--- src/rtl/led_pkg.sv ---
// led_pkg: mode and bounce-direction encodings shared by the LED pattern generator.
package led_pkg;
   typedef enum logic [1:0] {
      MODE_ROT_L  = 2'b00,
      MODE_ROT_R  = 2'b01,
      MODE_BOUNCE = 2'b10,
      MODE_BLINK  = 2'b11
   } mode_e;
   typedef enum logic {
      DIR_UP   = 1'b0,
      DIR_DOWN = 1'b1
   } dir_e;
endpackage

--- src/rtl/led_prescaler.sv ---
// led_prescaler: step-rate counter; adv fires once per DIV+1 cycles when free-running,
// or follows STEP while paused.
module led_prescaler #(
   parameter int DIV_WIDTH = 25
) (
   input  logic                 CLOCK_48,
   input  logic                 RESET,
   input  logic                 ENABLE,
   input  logic                 STEP,
   input  logic [DIV_WIDTH-1:0] DIV,
   input  logic                 clear,
   output logic                 adv
);
   logic [DIV_WIDTH-1:0] cnt_q, cnt_d;
   logic                 term;
   // >= rather than == so a DIV shrink below the current count never wraps
   always_comb begin
      term  = cnt_q >= DIV;
      adv   = ENABLE ? term : STEP;
      cnt_d = clear ? '0 : !ENABLE ? cnt_q : term ? '0 : cnt_q + 1'b1;
   end
   always_ff @(posedge CLOCK_48) begin
      if (RESET) cnt_q <= '0;
      else       cnt_q <= cnt_d;
   end
endmodule

--- src/rtl/led_pattern_gen.sv ---
// led_pattern_gen: rotate/bounce/blink LED pattern generator with pause and single-step.
// Define LED_ACTIVE_LOW_EN to drive the LED port inverted for active-low boards.
module led_pattern_gen
   import led_pkg::*;
#(
   parameter int N_LEDS    = 4,
   parameter int DIV_WIDTH = 25,
   parameter int RESET_DIV = 24000000
) (
   input  logic                 CLOCK_48,
   input  logic                 RESET,
   input  logic                 ENABLE,
   input  logic                 STEP,
   input  logic [1:0]           MODE,
   input  logic [DIV_WIDTH-1:0] DIV,
   output logic [N_LEDS-1:0]    LED,
   output logic                 TICK
);
   if (N_LEDS < 1 || RESET_DIV < 0) begin : g_bad_params
      $error("led_pattern_gen: invalid parameters");
   end
   function automatic logic [N_LEDS-1:0] init_pat(input logic [1:0] m);
      return (m == MODE_BLINK) ? {N_LEDS{1'b0}} : N_LEDS'(1);
   endfunction
   function automatic logic [N_LEDS-1:0] rot_l(input logic [N_LEDS-1:0] p);
      for (int i = 0; i < N_LEDS; i++) rot_l[i] = p[(i + N_LEDS - 1) % N_LEDS];
   endfunction
   function automatic logic [N_LEDS-1:0] rot_r(input logic [N_LEDS-1:0] p);
      for (int i = 0; i < N_LEDS; i++) rot_r[i] = p[(i + 1) % N_LEDS];
   endfunction
   logic [N_LEDS-1:0] pat_q, pat_d, bounce, step_pat;
   dir_e              dir_q, dir_d, dir_step;
   mode_e             mode_q, mode_d;
   logic              tick_q, tick_d, mode_chg, adv;
   assign mode_chg = mode_e'(MODE) != mode_q;
   led_prescaler #(.DIV_WIDTH(DIV_WIDTH)) u_prescaler (
      .CLOCK_48 (CLOCK_48),
      .RESET    (RESET),
      .ENABLE   (ENABLE),
      .STEP     (STEP),
      .DIV      (DIV),
      .clear    (mode_chg),
      .adv      (adv)
   );
   // a single LED has nowhere to bounce to, so it holds
   always_comb begin
      bounce   = (N_LEDS == 1) ? pat_q : (dir_q == DIR_UP) ? pat_q << 1 : pat_q >> 1;
      step_pat = (mode_q == MODE_ROT_L)  ? rot_l(pat_q) :
                 (mode_q == MODE_ROT_R)  ? rot_r(pat_q) :
                 (mode_q == MODE_BOUNCE) ? bounce : ~pat_q;
      dir_step = (mode_q != MODE_BOUNCE) ? dir_q :
                 (dir_q == DIR_UP) ? (bounce[N_LEDS-1] ? DIR_DOWN : DIR_UP) :
                                     (bounce[0] ? DIR_UP : DIR_DOWN);
      pat_d    = pat_q;
      dir_d    = dir_q;
      mode_d   = mode_q;
      tick_d   = 1'b0;
      if (mode_chg) begin
         pat_d  = init_pat(MODE);
         dir_d  = DIR_UP;
         mode_d = mode_e'(MODE);
      end else if (adv) begin
         pat_d  = step_pat;
         dir_d  = dir_step;
         tick_d = 1'b1;
      end
   end
   always_ff @(posedge CLOCK_48) begin
      if (RESET) begin
         pat_q  <= init_pat(MODE);
         dir_q  <= DIR_UP;
         mode_q <= mode_e'(MODE);
         tick_q <= 1'b0;
      end else begin
         pat_q  <= pat_d;
         dir_q  <= dir_d;
         mode_q <= mode_d;
         tick_q <= tick_d;
      end
   end
`ifdef LED_ACTIVE_LOW_EN
   assign LED = ~pat_q;
`else
   assign LED = pat_q;
`endif
   assign TICK = tick_q;
endmodule
--- config.mk ---
export PLATFORM = sky130hd
export DESIGN_NAME = led_pattern_gen
export DESIGN_NICKNAME = d
export VERILOG_FILES = /design/src/rtl/led_pkg.sv /design/src/rtl/led_prescaler.sv /design/src/rtl/led_pattern_gen.sv
export SDC_FILE = /design/constraint.sdc
export NUM_CORES = 1
export LEC_CHECK = 0
export CORE_ASPECT_RATIO = 1.1
export CORE_MARGIN = 2
export CORE_UTILIZATION = 31
export CTS_BUF_LIST = sky130_fd_sc_hd__clkbuf_16
export DETAILED_ROUTE_END_ITERATION = 8
export SLEW_MARGIN = 20
export SYNTH_ARGS = -nofsm -noshare
export SYNTH_HDL_FRONTEND = slang
export SYNTH_SLANG_ARGS = --single-unit
--- constraint.sdc ---
create_clock -name CLOCK_48 -period 3.95 [get_ports CLOCK_48]
set_input_delay 0.9875 -clock CLOCK_48 [delete_from_list [all_inputs] [get_ports CLOCK_48]]
set_output_delay 0.9875 -clock CLOCK_48 [all_outputs]
set_load 0.05 [all_outputs]
# Word level (Yosys, flattened, before mapping)
# Index checks and enable logic that the tools add are counted.
# word_totals
regBits	33
wordCells	35
inputBits	31
out_inout_bits	5
# classes
eq_ne	5
bitwise_logic	2
magnitude_cmp	1
addsub	1
mux	16
n_reduce_logical	5
# op_table
op	n
two-way mux 4 bit	7
adder 25 x 1 -> 25 bit (second input constant)	1
greater-or-equal comparator 25 bit	1
two-way mux 25 bit	1
two-way mux 1 bit	6
== test 2 bit (second input constant)	2
two-way mux 2 bit	2
inverter 4 bit	1
nonzero test 3 bit	1
== test 2 x 1 -> 1 bit (second input constant)	1
logical NOT 2 bit	1
inequality test 2 bit	1
inequality test 2 bit (second input constant)	1
AND reduction 2 bit	1
nonzero test 2 bit	1
OR reduction 2 bit	1
inverter 1 bit	1

# Logic depth before layout (Yosys ltp)
# logic_depth
ltp_word	7
mapped_depth	10
mapped_depth_nobuf	9

# Modules after synthesis
# A second synthesis with hierarchy kept.
# hier_totals
cells_unflattened	262
area_unflattened_um2	2343.5
# by_module_without_submodules
module	cells_each	instances	seq_area_each_um2	area_each_um2
led_prescaler	217	1	500.5	1883.1
led_pattern_gen	45	1	220.2	460.4

# Worst setup path after synthesis
# OpenSTA, ideal clock, no wires.
# synth_path
kind	in2reg
from	input port DIV[12]
to	register dir_q
required_time_ns	3.880
path_slack_ns	1.219
setup_ns	0.070
path_buffers	0
arrival_time_ns	2.661
path_stages	9
cell_sequence	inv_1 -> ha_1 -> nand4_1 -> a2111oi_2 -> nand3_1 -> nand2_2 -> o22ai_2 -> or4_1 -> a21oi_1
# synth_between
elab_chain_len	3
# synth_rtl
item	line	text
start: declaration	led_pattern_gen.sv:15	input logic [DIV_WIDTH-1:0] DIV,
greater-or-equal comparator 25 bit	led_prescaler.sv:18	term = cnt_q >= DIV;
two-way mux 1 bit	led_prescaler.sv:19	adv = ENABLE ? term : STEP;
AND reduction 2 bit (no line)	n/a	
end signal: assignment	led_pattern_gen.sv:76	dir_q <= dir_d;
end: declaration	led_pattern_gen.sv:32	dir_e dir_q, dir_d, dir_step;
# No other way between the ends.
# A chain may end at the register's enable or synchronous reset.

# Final worst setup path
# layout_path
from	input port DIV[12]
to	register u_prescaler.cnt_q[11]
# layout_between
elab_chain_len	2
# layout_rtl
item	line	text
greater-or-equal comparator 25 bit	led_prescaler.sv:18	
two-way mux 25 bit	led_prescaler.sv:20	cnt_d = clear ? '0 : !ENABLE ? cnt_q : term ? '0 : cnt_q + 1'b1;
end signal: assignment	led_prescaler.sv:24	else cnt_q <= cnt_d;
end: declaration	led_prescaler.sv:14	logic [DIV_WIDTH-1:0] cnt_q, cnt_d;
# No other way between the ends.

==> results.yml <==
sta:
  skew_ns: 0.00395
  rsz0062_at_grt: "no"
  fmax_mhz: 291
  drv_slew: 0
  hold_viol: 0
  max_slew_margin_pct: 36.3
  min_period_ns: 3.43
  worst_pin_slew_ns: 0.950
  final.setup.tns_ns: 0
  finalCritPeriodShare_pct: 86.9
  hold_ws_ns: 0.502
  setup_violations: 0
power:
  pwr_density_cell_mw_per_mm2: 299
  leakage_nw: 1.13
  vdd.ir_drop.worst_uv: 158
  p_total_w: 0.000854
critical_path:
  cp-end-kind: "flip-flop"
  cp.arrival_ns: 3.56
  cp-start-kind: "input pin"
  path_max_fanout: 14
  cp-startpoint: "DIV[12]"
  path_class: "input pin to flip-flop"
  crit_required_ns: 4.08
  reg2reg_from: "u_prescaler.cnt_q[12]$_SDFFE_PP0P_"
clocking:
  cts_max_level: 2
  cts-buffers-inserted: 5
  cts_tree: "yes"
  clk_latency_ns: 0.28
  cts_setup_buffers: 0
  clock-sinks: 33
  cts_root_buf: "clkbuf_16"
  path_clk_slew_ns: 0.05
  ctsResizeCount: 0
  cts_hold_buf: 0
  max-clock-path-buffers: 2
job:
  cap_violations: 0
global_route:
  grt_max_degree: 19
  grt_usage_pct: 13.8
  first_global_vias: 1972
  antenna_found_initial: 0
  grt_overflow: 0
  grt_pass1_wl_mm: 8.99
floorplan:
  core_sq_mm: 0.00705
  die_w_um: 85.6
  rows: 32
  die_h_um: 93.7
  ioPinCount: 36
  dieArea_sq_mm: 0.00802
  initial_utilization_pct: 32.2
yosys:
  ys_async_sr_fraction_pct: 0
  synth_top_flop_cell: "dfxtp_1"
  seq_area_frac_synth_pct: 31.8
  synth_cell_type_count: 38
  synth_edf_count: 6
  synth.avg_cell_area_sq_um: 7.85
  synth-seq-cells: 33
  synthCells: 289
  netlist_area_sq_mm: 0.00227
  yosys_warnings: 0
  synth_nets: 346
place:
  gp_congestion: 0.808
  port_buffers: 35
  dpl.hpwl_mm: 3.89
min_path:
  hold_path_class: "flip-flop to flip-flop"
  hp-start: "u_prescaler.cnt_q[0]$_SDFFE_PP0P_"
cells_and_area:
  nets: 384
  drive_above_1_share_pct: 4.27
  diodes: 0
  area_delta_synth_final_pct: 25.8
detailed_routing:
  wl_per_cell_um: 12.2
  vias_per_cell: 5.00
  antenna_left: 0
  vias: 2067
  wl_mm: 5.03
  drc: 0
  drtIter0Drc: 95
  dr.pass1.iters: 4
outcome:
  status: "complete, no violations"
[sequential cells by signal, indices dropped and copies added, names as in the netlist]
signal,flops
u_prescaler.cnt_q,25
TICK,1
dir_q,1
LED,4
mode_q,2
[power by group]
part	switching, W	internal (W)
logic	0.0000670	0.0000586
clock network	0.000136	0.000226
registers	0.0000132	0.000353
total	0.000217	0.000637
[synthesized netlist by cell type (all sizes together) (8+ instances only)]
| master | instances | area share, % |
|---|---|---|
| nand2 | 29 | 4.9 |
| dfxtp | 27 | 24 |
| nand4 | 9 | 2.5 |
| nor2 | 33 | 5.6 |
| nor3 | 9 | 2.0 |
| a31oi | 12 | 3.3 |
| xnor2 | 8 | 3.1 |
| o21ai | 9 | 2.0 |
| xor2 | 8 | 3.1 |
| inv | 34 | 5.6 |
| a21oi | 20 | 4.4 |
| ha | 26 | 14 |
| nand3 | 18 | 4.0 |
[cell type report]
type	count	area [sq um]
flip-flops and latches	33	721
clock inverters	3	11.3
multi-input cells	215	1390
fillers	734	4190
inverters	34	128
clock buffers	5	125
well taps	85	106
repair buffers	38	373
[worst max-delay path: stages]
cell and delay [ns]:
clkdlybuf4s50_1 0.45, inv_1 0.04, ha_1 0.30, nand4_1 0.19, a2111oi_2 0.42, nand3_1 0.14
nand2_2 0.13, nor2_2 0.05, o21ai_1 0.74, nor2_1 0.11
[cells by family after synthesis]
kind of cell	count (synthesis)	synth area share (%)
buffers and inverters	41	7.00
and+or+nand+nor	112	23.2
DFF	33	31.8
xor gates and xnor gates	16	6.18
AOI/OAI and AO/OA	61	17.5
adders and majority gates	26	14.3
[worst paths after layout]
path                            slack, ns                                  to  depth (start not counted)
worst max-delay path                 0.52  u_prescaler.cnt_q[11]$_SDFFE_PP0P_                         10
worst max register to register       1.31  u_prescaler.cnt_q[11]$_SDFFE_PP0P_                          8
worst min-delay path                 0.50   u_prescaler.cnt_q[0]$_SDFFE_PP0P_                          2
worst min register to register       0.50   u_prescaler.cnt_q[0]$_SDFFE_PP0P_                          2
[placed cells by master (no fill, tap or decap), types with 3 or more instances in the layout]
cell type / synthesis / layout
a21oi_1: 20 / 20
a31oi_1: 12 / 12
a41oi_1: 4 / 4
and3_1: 5 / 5
buf_4: 0 / 3
clkbuf_16: 0 / 5
clkdlybuf4s50_1: 0 / 35
dfxtp_1: 27 / 27
edfxtp_1: 6 / 6
ha_1: 26 / 26
inv_1: 34 / 37
nand2_1: 28 / 28
nand3_1: 18 / 18
nand4_1: 9 / 9
nor2_1: 32 / 32
nor3_1: 9 / 9
o211ai_1: 5 / 5
o21ai_0: 8 / 8
xnor2_1: 8 / 8
xor2_1: 8 / 8
[per-stage QoR]
step                instance area (sq um)  instances  utilization (%)  worst slack, ns
floorplan                            2270        289                -             1.22
global placement                     2720        405             38.5            0.325
detailed placement                   2720        405             38.5            0.209
CTS                                  2850        413             40.5            0.499
global route                         2850        413             40.5            0.190
finish                               2850        413             40.5            0.517
[per-layer routing]
| metal | part of all wire [%] | routed length (um) | vias up | global-route usage (%) |
|---|---|---|---|---|
| met5 | 0 | 0 | - | 0 |
| met4 | 1.3 | 64 | 0 | 4.23 |
| met3 | 3.1 | 154 | 6 | 2.72 |
| met2 | 47 | 2370 | 29 | 22.9 |
| met1 | 48 | 2430 | 930 | 18.1 |
| li1 | - | - | 1102 | - |
No activity file was read; power rests on OpenSTA's default activity.
